[config.mk]
export PLATFORM = sky130hd
export DESIGN_NAME = fft_reorder
export DESIGN_NICKNAME = d
export VERILOG_FILES = /design/src/rtl/fft_pkg.sv /design/src/rtl/fft_pingpong_ram.sv /design/src/rtl/fft_reorder.sv
export SDC_FILE = /design/constraint.sdc
export NUM_CORES = 1
export LEC_CHECK = 0
export BUFFER_PORTS_ARGS = -buffer_cell sky130_fd_sc_hd__buf_2
export CORE_MARGIN = 2
export CORE_UTILIZATION = 25
export CTS_CLUSTER_SIZE = 16
export DETAILED_ROUTE_END_ITERATION = 6
export HOLD_SLACK_MARGIN = 0.15
export PLACE_DENSITY = 0.5
export SLEW_MARGIN = 20
export SYNTH_ARGS = -nofsm -noshare
export SYNTH_HDL_FRONTEND = slang
export SYNTH_SLANG_ARGS = --single-unit
[constraint.sdc]
create_clock -name clk -period 4.4 [get_ports clk]
set_input_delay 0.66 -clock clk [delete_from_list [all_inputs] [get_ports clk]]
set_output_delay 0.66 -clock clk [all_outputs]
set_load 0.03 [all_outputs]
[src/rtl/fft_pkg.sv]
// Shared constants, sample layout and address helpers for the FFT output reorder path.
package fft_pkg;

   localparam int unsigned N     = 8;
   localparam int unsigned LOG2N = 3;
   localparam int unsigned DW    = 34;
   localparam int unsigned RE_W  = 17;
   localparam int unsigned IM_W  = 17;

   localparam logic [LOG2N-1:0] CNT_LAST = LOG2N'(N - 1);

   // One complex sample: real in the upper half, imaginary in the lower half.
   typedef struct packed {
      logic [RE_W-1:0] re;
      logic [IM_W-1:0] im;
   } sample_t;

   // Real field of a raw sample word.
   function automatic logic [RE_W-1:0] sample_re(input logic [DW-1:0] s);
      sample_t t;
      t = s;
      return t.re;
   endfunction

   // Imaginary field of a raw sample word.
   function automatic logic [IM_W-1:0] sample_im(input logic [DW-1:0] s);
      sample_t t;
      t = s;
      return t.im;
   endfunction

   // Mirror the bits of a bin index.
   function automatic logic [LOG2N-1:0] bitrev(input logic [LOG2N-1:0] a);
      logic [LOG2N-1:0] r;
      r = '0;
      for (int i = 0; i < int'(LOG2N); i++) begin
         r[i] = a[int'(LOG2N) - 1 - i];
      end
      return r;
   endfunction

endpackage

[src/rtl/fft_pingpong_ram.sv]
// Two banks of N samples: synchronous write port, asynchronous read port.
module fft_pingpong_ram
   import fft_pkg::*;
(
   input  logic             clk,
   input  logic             we,
   input  logic             wbank,
   input  logic [LOG2N-1:0] waddr,
   input  logic [DW-1:0]    wdata,
   input  logic             rbank,
   input  logic [LOG2N-1:0] raddr,
   output logic [DW-1:0]    rdata
);

   logic [DW-1:0] mem [2][N];

   // Capture one sample per accepted input beat; contents are not reset.
   always_ff @(posedge clk) begin
      if (we) begin
         mem[wbank][waddr] <= wdata;
      end
   end

   // Read is a plain mux so the output sees the sample in the same cycle.
   assign rdata = mem[rbank][raddr];

endmodule

[src/rtl/fft_reorder.sv]
// Converts bit-reversed FFT result frames into natural bin order via a ping-pong buffer.
module fft_reorder
   import fft_pkg::*;
(
   input  logic          clk,
   input  logic          rst,
   input  logic          in_valid,
   input  logic          in_sop,
   input  logic [DW-1:0] in_data,
   output logic          in_ready,
   output logic          out_valid,
   output logic          out_sop,
   output logic          out_eop,
   output logic [DW-1:0] out_data,
   input  logic          out_ready,
   output logic          frame_err
);

   logic             wbank;
   logic             rbank;
   logic [LOG2N-1:0] wcnt;
   logic [LOG2N-1:0] rcnt;
   logic [1:0]       full;
   logic             write_fire;
   logic             read_fire;
   logic             resync;
   logic [LOG2N-1:0] wr_addr;
   logic [DW-1:0]    rd_data;

   // Handshake and output decode, all from registered state.
   assign in_ready   = ~full[wbank];
   assign out_valid  = full[rbank];
   assign write_fire = in_valid & in_ready;
   assign read_fire  = out_valid & out_ready;
   assign resync     = write_fire & in_sop & (wcnt != '0);
   assign wr_addr    = resync ? '0 : bitrev(wcnt);
   assign out_sop    = out_valid & (rcnt == '0);
   assign out_eop    = out_valid & (rcnt == CNT_LAST);
   assign out_data   = out_valid ? rd_data : '0;

   fft_pingpong_ram u_ram (
      .clk   (clk),
      .we    (write_fire),
      .wbank (wbank),
      .waddr (wr_addr),
      .wdata (in_data),
      .rbank (rbank),
      .raddr (rcnt),
      .rdata (rd_data)
   );

   // Write/read counters, bank pointers, per-bank full flags and sticky error.
   always_ff @(posedge clk or posedge rst) begin
      if (rst) begin
         wbank     <= 1'b0;
         rbank     <= 1'b0;
         wcnt      <= '0;
         rcnt      <= '0;
         full      <= '0;
         frame_err <= 1'b0;
      end else begin
         if (write_fire) begin
            if (resync) begin
               wcnt      <= LOG2N'(1);
               frame_err <= 1'b1;
            end else if (wcnt == CNT_LAST) begin
               full[wbank] <= 1'b1;
               wbank       <= ~wbank;
               wcnt        <= '0;
            end else begin
               wcnt <= wcnt + LOG2N'(1);
            end
         end
         // A write only fires into a non-full bank and a read only from a full one,
         // so the two full-flag updates below never target the same bank.
         if (read_fire) begin
            if (rcnt == CNT_LAST) begin
               full[rbank] <= 1'b0;
               rbank       <= ~rbank;
               rcnt        <= '0;
            end else begin
               rcnt <= rcnt + LOG2N'(1);
            end
         end
      end
   end

endmodule

==> flow_summary.yaml, run 1 <==
routing:
  firstDrtPassIters: 4
  drt_wl_total_um: 51000
  vias: 9821
  wl_per_cell_um: 22.7
  drc: 0
  drt_iter0_markers: 818
  viasPerCell: 4.37
  ant_nets: 0
flow_run:
  cap_violations: 0
synthesis:
  yosys_most_used_dff: "edfxtp_1"
  syn_nets: 983
  synth_compound_area_share_pct: 2.48
  synth-xor-area-share_pct: 0
  async_flop_share_pct: 1.98
  syn-cell-area_sq_um: 21300
  synth_seq_cells: 555
  ys_types: 40
  yosys.area_share.simple_pct: 1.57
  synth_fa_ha_area_share_pct: 0.353
  avgSynthCellArea_sq_um: 22.7
  synth_edf_count: 544
  synthCells: 938
  ys_warn_count: 0
  synth.area.mux_share_pct: 16.0
  yosysSeqAreaShare_pct: 78.1
  synth_top_family_by_area: "multiplexers"
power_and_ir_drop:
  clkPwrFrac_pct: 32.8
  power_density_nw_per_um2: 569
  p_sw_mw: 4.10
  sw_frac_of_total_pct: 28.7
  seqPwrFrac_pct: 45.2
  total_power_mw: 14.3
  ir_drop_mv: 0.299
  power.leakage_nw: 7.84
  combPwrFrac_pct: 22.0
  internal_power_mw: 10.2
timing:
  finalWorstSetupSlack_ps: 548
  fin_crit_ps: 3850
  max_freq_mhz: 260
  worstMarginPinSlew_ps: 980
  finalCritPeriodShare_pct: 87.5
  timing.final.max_slew_violations: 0
  holdWs_ps: 405
  finalHoldViolations: 0
  setup_viol: 0
  skew_ps: 33.1
  relSlewSlack_pct: 34.5
  setup-tns-final_ps: 0
  grt_setup_unrepaired: "false"
global_route:
  grt_pass1_vias: 10400
  grt_pass1_wl_um: 73500
  grt_max_degree: 77
  antenna_found_initial: 9
  grt_remaining_overflow: 0
  grt_usage_pct: 11.7
clock_tree:
  cts.htree.levels: 2
  root_buffer: "clkbuf_16"
  cts-buffers-inserted: 57
  insertion_delay_ps: 610
  cts_buffer_depth: 3
  clk_pin_slew_worst_paths_ps: 70
  cts_tree: "done"
  cts.sinks: 555
  cts_setup_buffers: 0
place:
  dpl_cell_area_sq_um: 23300
  place_congestion: 0.695
  port_buffers: 77
  dp_cells: 2141
  dpl.hpwl_um: 28200
  dpl_worst_slack_ps: 1130
worst_setup_path:
  endpoint: "out_data[6]"
  r2r_start: "wbank$_DFFE_PP0P_"
  crit_path_end_kind: "output pin"
  timing.rr.end: "u_ram.mem[0][154]$_DFFE_PP_"
  startpoint: "rbank$_DFFE_PP0P_"
  crit_fanout: 19
  cp.required_ps: 3740
  worstRegToRegCells: 5
  crit_type: "reg2out"
  startpoint_type: "flip-flop"
  cp.arrival_ps: 3190
  r2r_setup_slack_ps: 1220
floorplanning:
  num_rows: 106
  ioPinCount: 78
  chipHeight_um: 296
  core-area_sq_um: 84000
  die-area_sq_um: 87400
  die_w_um: 296
  start_util_pct: 25.3
min_path:
  hp-class: "in2reg"
finish:
  areaGrowthSynthToFinish_pct: 18.1
  post-route-util_pct: 29.9
  final_common_cell: "edfxtp_1"
  final_cell_mix: "544 x edfxtp_1, 132 x mux4_2, 77 x buf_2"
  design_area_sq_um: 25100
  nets: 1112
  layout-drive-gt1-share_pct: 32.0
  stdcell_count: 2246
run_status:
  outcome: "completed"
==> cell type report <==
class | count | area, sq um
fill | 8114 | 58800
sequential | 555 | 16600
multi-input combinational | 329 | 4480
clock buffer | 76 | 1560
tap | 1134 | 1420
timing repair buffer | 117 | 751
clock inverter | 27 | 263
inverter | 7 | 26.3
antenna | 1 | 2.50
==> metal layers <==
layer | up-vias | wire [um] | track usage, %
met2 | 179 | 25500 | 20.1
met5 | - | 53 | 0
met1 | 5323 | 22100 | 15.0
li1 | 4239 | - | -
met3 | 72 | 2230 | 2.28
met4 | 8 | 1090 | 3.33
==> power groups by stage <==
stage / clock network, mW / registers [mW] / logic [mW]
after CTS: 4.83 / 6.46 / 3.26
after floorplan: 0 / 6.41 / 2.18
after global routing: 5.02 / 6.49 / 3.39
after global placement: 0 / 6.55 / 3.26
after detailed placement: 0 / 6.57 / 3.25
final: 4.68 / 6.45 / 3.15
==> cell families (layout without fill, tap and decap cells) <==
logic type               after synthesis  count (layout)
adder cells (fa/ha/maj)                6               6
flip-flops                           555             555
multiplexers                         173             173
AND/OR/NAND/NOR                       69              69
AO/OA/AOI/OAI                         81              81
other                                  0               1
buffers and inverters                 54             227
==> synth_stat cells, types with 7 or more instances <==
master    instances  area share, %
edfxtp_1        544             77
mux4_2          132             14
mux2i_1          33            1.6
o21ai_0          30           0.71
nor2_1           29           0.51
a22oi_1          27           0.95
buf_2            17           0.40
nand2_1          12           0.21
clkbuf_1         11           0.19
dfrtp_1          11            1.3
buf_4             9           0.32
buf_6             7           0.37
nand2b_1          7           0.21
==> flip-flops by register name, summed over array words and instances (netlist names) <==
name	flops
wcnt	3
rcnt	3
rbank	1
u_ram.mem	544
frame_err	1
wbank	1
full	2
==> worst max-delay path: stages (launching register included) <==
cell,delay [ps]
dfrtp_4,660
mux2i_2,460
inv_2,120
nand2_2,440
buf_4,340
buf_4,220
o21ai_0,130
buf_2,200
==> worst min-delay path by stage <==
stage                           from                    end  slack, ps  depth (start not counted)
6_report                   out_ready      full[0]$_DFF_PP0_        410                          4
2_1_floorplan    wcnt[2]$_DFFE_PP0N_    wcnt[2]$_DFFE_PP0N_        500                          2
3_3_place_gp   frame_err$_DFFE_PP0P_  frame_err$_DFFE_PP0P_        450                          1
4_1_cts                    out_ready      full[0]$_DFF_PP0_        370                          4
5_1_grt                    out_ready      full[0]$_DFF_PP0_        390                          4
3_5_place_dp   frame_err$_DFFE_PP0P_  frame_err$_DFFE_PP0P_        460                          1
==> repair_timing <==
action                    in CTS  in global routing
hold endpoints to repair      11                  0
resized for setup              0                  0
hold buffers                   1                  0
Note: power is estimated with default switching activity, not from simulation.
==> inputs of run 2 (changes only) <==
clock period = 4.55 ns   (was 4.4 ns; I/O delays follow)
==> run 2 against run 1 <==
Effect of this change:
- first-iteration DRC count decreased by 19%
- global-route usage is 0.099 points higher
- non-clock buffer count shrank 5
- register-to-register slack improved by 170 ps
- final area fell by 0.14%
- clock skew decreased by 6.3 ps
- clock power shrank 2%
- via count rose by 0.68%
- worst setup slack lost 130 ps
- combinational power down 4%
- cell count shrank 0.22%
- sequential power decreased by 3%
- highest routed layer unchanged
==> flow_summary.yaml, run 2 (same netlist as run 1, synthesis figures left out) <==
power_and_ir_drop:
  ir_drop_mv: 0.322
  power_density_nw_per_um2: 553
  power.leakage_nw: 7.82
clock_tree:
  clk_pin_slew_worst_paths_ps: 60
  insertion_delay_ps: 610
  cts-buffers-inserted: 58
  cts.sinks: 555
  cts_buffer_depth: 3
  root_buffer: "clkbuf_16"
  cts_setup_buffers: 0
  cts_tree: "done"
  cts.htree.levels: 2
floorplanning:
  core-area_sq_um: 84000
  ioPinCount: 78
  die_w_um: 296
  die-area_sq_um: 87400
  chipHeight_um: 296
  num_rows: 106
  start_util_pct: 25.3
timing:
  skew_ps: 26.8
  finalCritPeriodShare_pct: 90.8
  timing.final.max_slew_violations: 0
  worstMarginPinSlew_ps: 1060
  relSlewSlack_pct: 29.6
  fin_crit_ps: 4130
  setup-tns-final_ps: 0
  grt_setup_unrepaired: "false"
  max_freq_mhz: 242
  finalWorstSetupSlack_ps: 421
  finalHoldViolations: 0
  holdWs_ps: 410
  setup_viol: 0
place:
  dpl_worst_slack_ps: 1030
  dpl_cell_area_sq_um: 23200
  dpl.hpwl_um: 27600
  dp_cells: 2136
  place_congestion: 0.691
  port_buffers: 77
worst_setup_path:
  crit_type: "reg2out"
  crit_fanout: 62
  r2r_setup_slack_ps: 1390
  cp.arrival_ps: 3450
  timing.rr.end: "u_ram.mem[0][178]$_DFFE_PP_"
  crit_path_end_kind: "output pin"
  r2r_start: "wbank$_DFFE_PP0P_"
  worstRegToRegCells: 5
  cp.required_ps: 3870
  startpoint_type: "flip-flop"
global_route:
  antenna_found_initial: 6
  grt_usage_pct: 11.8
  grt_max_degree: 95
  grt_remaining_overflow: 0
  grt_pass1_wl_um: 74400
  grt_pass1_vias: 10500
finish:
  stdcell_count: 2241
  areaGrowthSynthToFinish_pct: 18.0
  design_area_sq_um: 25100
  layout-drive-gt1-share_pct: 31.6
  final_common_cell: "edfxtp_1"
  final_cell_mix: "544 x edfxtp_1, 132 x mux4_2, 77 x buf_2"
  nets: 1108
  largest_reg_flops: 544
  top_regs: "u_ram.mem x544, rcnt x3, wcnt x3"
  top_register: "u_ram.mem"
routing:
  drt_iter0_markers: 664
  vias: 9888
  dr_wl_met3_um: 2330
  drc: 0
  ant_nets: 0
  top_layer_used: "met5"
  firstDrtPassIters: 4
  drt_wl_total_um: 51100
  met1Wirelength_um: 21900
  viasPerCell: 4.41
  wl_per_cell_um: 22.8
  met2_length_um: 25700
min_path:
  worstHoldStart: "out_ready"
  worstHoldEndpoint: "full[0]$_DFF_PP0_"
  hp-class: "in2reg"
  min_path_cells: 4
flow_run:
  cap_violations: 0
run_status:
  outcome: "completed"
-- run 2: cell types whose count changed in the layout (fill, tap and decap cells not counted), sizes merged --
cell	before	now
buf	116	111
clkbuf	76	74
clkinv	20	22
clkinvlp	2	1
inv	7	8
-- run 2: routing by layer --
layer	GRT usage, %	vias up
li1	-	4230
met5	0	-
met2	20.0	241
met3	2.10	77
met4	3.36	4
met1	15.5	5336
-- run 2: how the worst max path moves through the flow --
stage                              startpoint                          end  slack (ps)  depth (start not counted)
final                     rcnt[0]$_DFFE_PP0P_                 out_data[25]         420                          5
after CTS                 rcnt[0]$_DFFE_PP0P_                 out_data[24]         350                          5
after global placement    rcnt[0]$_DFFE_PP0P_                 out_data[25]         970                          5
after detailed placement  rcnt[0]$_DFFE_PP0P_                 out_data[24]        1030                          5
after global routing      rcnt[0]$_DFFE_PP0P_                 out_data[25]         300                          5
after floorplan             wbank$_DFFE_PP0P_  u_ram.mem[0][238]$_DFFE_PP_        1140                          5
-- run 2: cell type report --
class / count / area [sq um]
Antenna cell: 1 / 2.50
Clock buffer: 74 / 1550
Clock inverter: 29 / 283
Fill cell: 8156 / 58900
Inverter: 7 / 26.3
Multi-Input combinational cell: 329 / 4480
Sequential cell: 555 / 16600
Tap cell: 1134 / 1420
Timing Repair Buffer: 112 / 701
-- run 2: repair_timing --
action                     CTS  global route
hold buffers                 1             0
hold endpoints to repair    11             0
resized for setup            0             0
setup endpoints to repair    0             0
-- run 2: power breakdown --
part | internal, mW | total [mW] | leakage (nW) | switching, mW
Combinational | 1.16 | 3.03 | 1.88 | 1.87
Clock | 2.68 | 4.57 | 0.890 | 1.89
Sequential | 6.01 | 6.26 | 5.04 | 0.251
Total | 9.85 | 13.9 | 7.82 | 4.01
-- run 2: worst max-delay path, stage by stage (launching register included) --
cell	delay, ps
dfrtp_4	1070
buf_4	470
mux4_2	260
mux2i_1	70
o21ai_0	510
buf_2	320
-- run 2: through the flow --
stage | utilization (%) | power, mW
final | 29.9 | 13.9
after global placement | 27.7 | 9.47
after CTS | 29.9 | 14.1
after global routing | 29.9 | 14.5
after floorplan | - | 8.31
after detailed placement | 27.7 | 9.51
==> inputs of run 3 (changes only) <==
ABC_AREA = 1   (was unset)
CORE_UTILIZATION = 45   (was 25)
PLACE_DENSITY = 0.72   (was 0.5)
SLEW_MARGIN = 25   (was 20)
==> run 3 against run 2 <==
Effect of this change:
- worst hold slack gained 52 ps
- non-clock buffer count grew 4
- clock power shrank 6.3%
- fmax shrank 4.9%
- core utilization grew 21 points
- first-iteration DRC count grew to 2.5 times the previous value
- combinational power grew 71%
- synthesized area grew 8.1%
- cell count grew 23%
- global-route usage grew 8.7 points
- wire length grew 7.6%
==> flow_summary.yaml, run 3 <==
finish:
  top_register: "u_ram.mem"
  top_regs: "u_ram.mem x544, rcnt x3, wcnt x3"
  final_common_cell: "edfxtp_1"
  stdcell_count: 2761
  seqCellArea_sq_um: 16600
  n_fill_cell: 4286
  multi_input_area_sq_um: 5220
  areaGrowthSynthToFinish_pct: 12.1
  nets: 2088
  layout-drive-gt1-share_pct: 10.5
  largest_reg_flops: 544
  final_cell_mix: "544 x edfxtp_1, 486 x nand2_1, 227 x nand3_1"
clock_tree:
  cts_tree: "done"
  cts-buffers-inserted: 53
  insertion_delay_ps: 580
  root_buffer: "clkbuf_16"
  clk_pin_slew_worst_paths_ps: 60
  cts_buffer_depth: 3
  cts.sinks: 555
  cts.htree.levels: 2
routing:
  wl_per_cell_um: 19.9
  vias: 15100
  drt_wl_total_um: 54900
  drt_iter0_markers: 1686
  firstDrtPassIters: 6
  viasPerCell: 5.47
  ant_nets: 0
  drc: 0
global_route:
  grt_remaining_overflow: 0
  grt_usage_pct: 20.5
  antenna_found_initial: 3
  grt_pass1_wl_um: 83900
  grt_max_degree: 201
  grt_pass1_vias: 14700
timing:
  finalCritPeriodShare_pct: 95.5
  setup_viol: 0
  fin_crit_ps: 4340
  skew_ps: 18.6
  max_freq_mhz: 230
  relSlewSlack_pct: 27.5
  grt_setup_unrepaired: "false"
  setup-tns-final_ps: 0
  worstMarginPinSlew_ps: 1090
  timing.final.max_slew_violations: 0
  finalHoldViolations: 0
floorplanning:
  chipHeight_um: 230
  core-area_sq_um: 50300
  num_rows: 82
  die_w_um: 230
  ioPinCount: 78
  die-area_sq_um: 52900
  start_util_pct: 45.7
synthesis:
  yosysSeqAreaShare_pct: 72.3
  synth_fa_ha_area_share_pct: 0.327
  syn-cell-area_sq_um: 23000
  synth_compound_area_share_pct: 5.31
  ys_warn_count: 0
  yosysTopAreaCell: "edfxtp_1"
  synthCells: 1985
  ys_types: 28
  synth_edf_count: 544
  synth_common_cells: "544 x edfxtp_1, 486 x nand2_1, 227 x nand3_1"
  synth_seq_cells: 555
  synth_top_family_by_area: "simple AND/OR/NAND/NOR gates"
  yosys.area_share.simple_pct: 16.7
  synth_area_leaders: "edfxtp_1 71%, nand2_1 7.9%, nand3_1 4.9%"
  synth-xor-area-share_pct: 0.0381
  async_flop_share_pct: 1.98
  syn_nets: 2030
  synth.area.mux_share_pct: 0
  yosys_most_used_dff: "edfxtp_1"
  avgSynthCellArea_sq_um: 11.6
  synth_top_area_share_pct: 71.1
  synth_most_common_cell: "edfxtp_1"
power_and_ir_drop:
  power_density_nw_per_um2: 602
  ir_drop_mv: 0.561
  power.leakage_nw: 9.62
worst_setup_path:
  crit_path_end_kind: "output pin"
  cp.required_ps: 3870
  crit_fanout: 57
  crit_type: "reg2out"
  startpoint_type: "flip-flop"
  cp.arrival_ps: 3660
place:
  place_congestion: 0.790
  dp_cells: 2659
  dpl.hpwl_um: 29200
  port_buffers: 77
min_path:
  hp-class: "reg2reg"
run_status:
  outcome: "completed"
flow_run:
  cap_violations: 0
-- run 3: report_power, final --
group | internal, mW | switching (mW)
logic | 1.42 | 3.77
clock network | 2.43 | 1.86
registers | 5.80 | 0.241
-- run 3: path summary, 6_finish.rpt --
path,start,cells past startpoint,slack (ps),to
max in group asynchronous,rst,3,3520,rcnt[0]$_DFFE_PP0P_
hold / removal,frame_err$_DFFE_PP0P_,1,460,frame_err$_DFFE_PP0P_
setup / recovery,rbank$_DFFE_PP0P_,7,210,out_data[16]
min in group asynchronous,rst,3,670,wcnt[0]$_DFFE_PP0N_
hold reg to reg,frame_err$_DFFE_PP0P_,1,460,frame_err$_DFFE_PP0P_
setup reg to reg,wbank$_DFFE_PP0P_,9,960,u_ram.mem[1][260]$_DFFE_PP_
-- run 3: what timing repair did --
item / 4_1_cts / 5_1_grt
buffers inserted: 0 / 0
hold buffers: 1 / 0
resized for setup: 0 / 0
endpoints found under the hold margin: 11 / 0
-- run 3: critical path, cell delays in order (launching register included) --
cell,delay (ps)
dfrtp_4,780
buf_4,610
nand2_1,130
o21a_2,410
nor2_4,590
nand3_1,170
nand2_1,130
buf_2,210
-- run 3: final cells by class --
type	instances	share of cell area, %
sequential	555	64.5
inverter	170	2.53
timing repair buffer	116	2.85
multi-input combinational	1147	20.3
antenna	2	0.0194
tap	672	3.26
clock inverter	35	1.04
clock buffer	64	5.48
-- run 3: through the flow --
| step | util [%] | power [mW] | hold slack [ps] | setup WS, ps | instance area [sq um] |
|---|---|---|---|---|---|
| after floorplan | - | 9.79 | 510 | 560 | 23000 |
| after global placement | 47.8 | 11.2 | 450 | 953 | 24100 |
| after detailed placement | 47.9 | 11.3 | 450 | 840 | 24100 |
| after CTS | 51.2 | 15.6 | 449 | 224 | 25700 |
| after global routing | 51.2 | 16.3 | 461 | 19.0 | 25800 |
| final | 51.2 | 15.5 | 461 | 206 | 25800 |
-- run 3: cells by family (layout without fill, tap and decap cells) --
| group | after synthesis | in the layout |
|---|---|---|
| flops | 555 | 555 |
| compound gates | 212 | 212 |
| buf+inv | 283 | 385 |
| xor+xnor | 1 | 1 |
| fa+ha+maj | 6 | 6 |
| simple gates | 928 | 928 |
| other cells | 0 | 2 |
-- run 3: metal layers --
layer / wire (um) / track usage, %
met1: 22100 / 27.6
met2: 26200 / 33.5
met3: 4700 / 3.31
met4: 1870 / 8.15
met5: 13 / 0
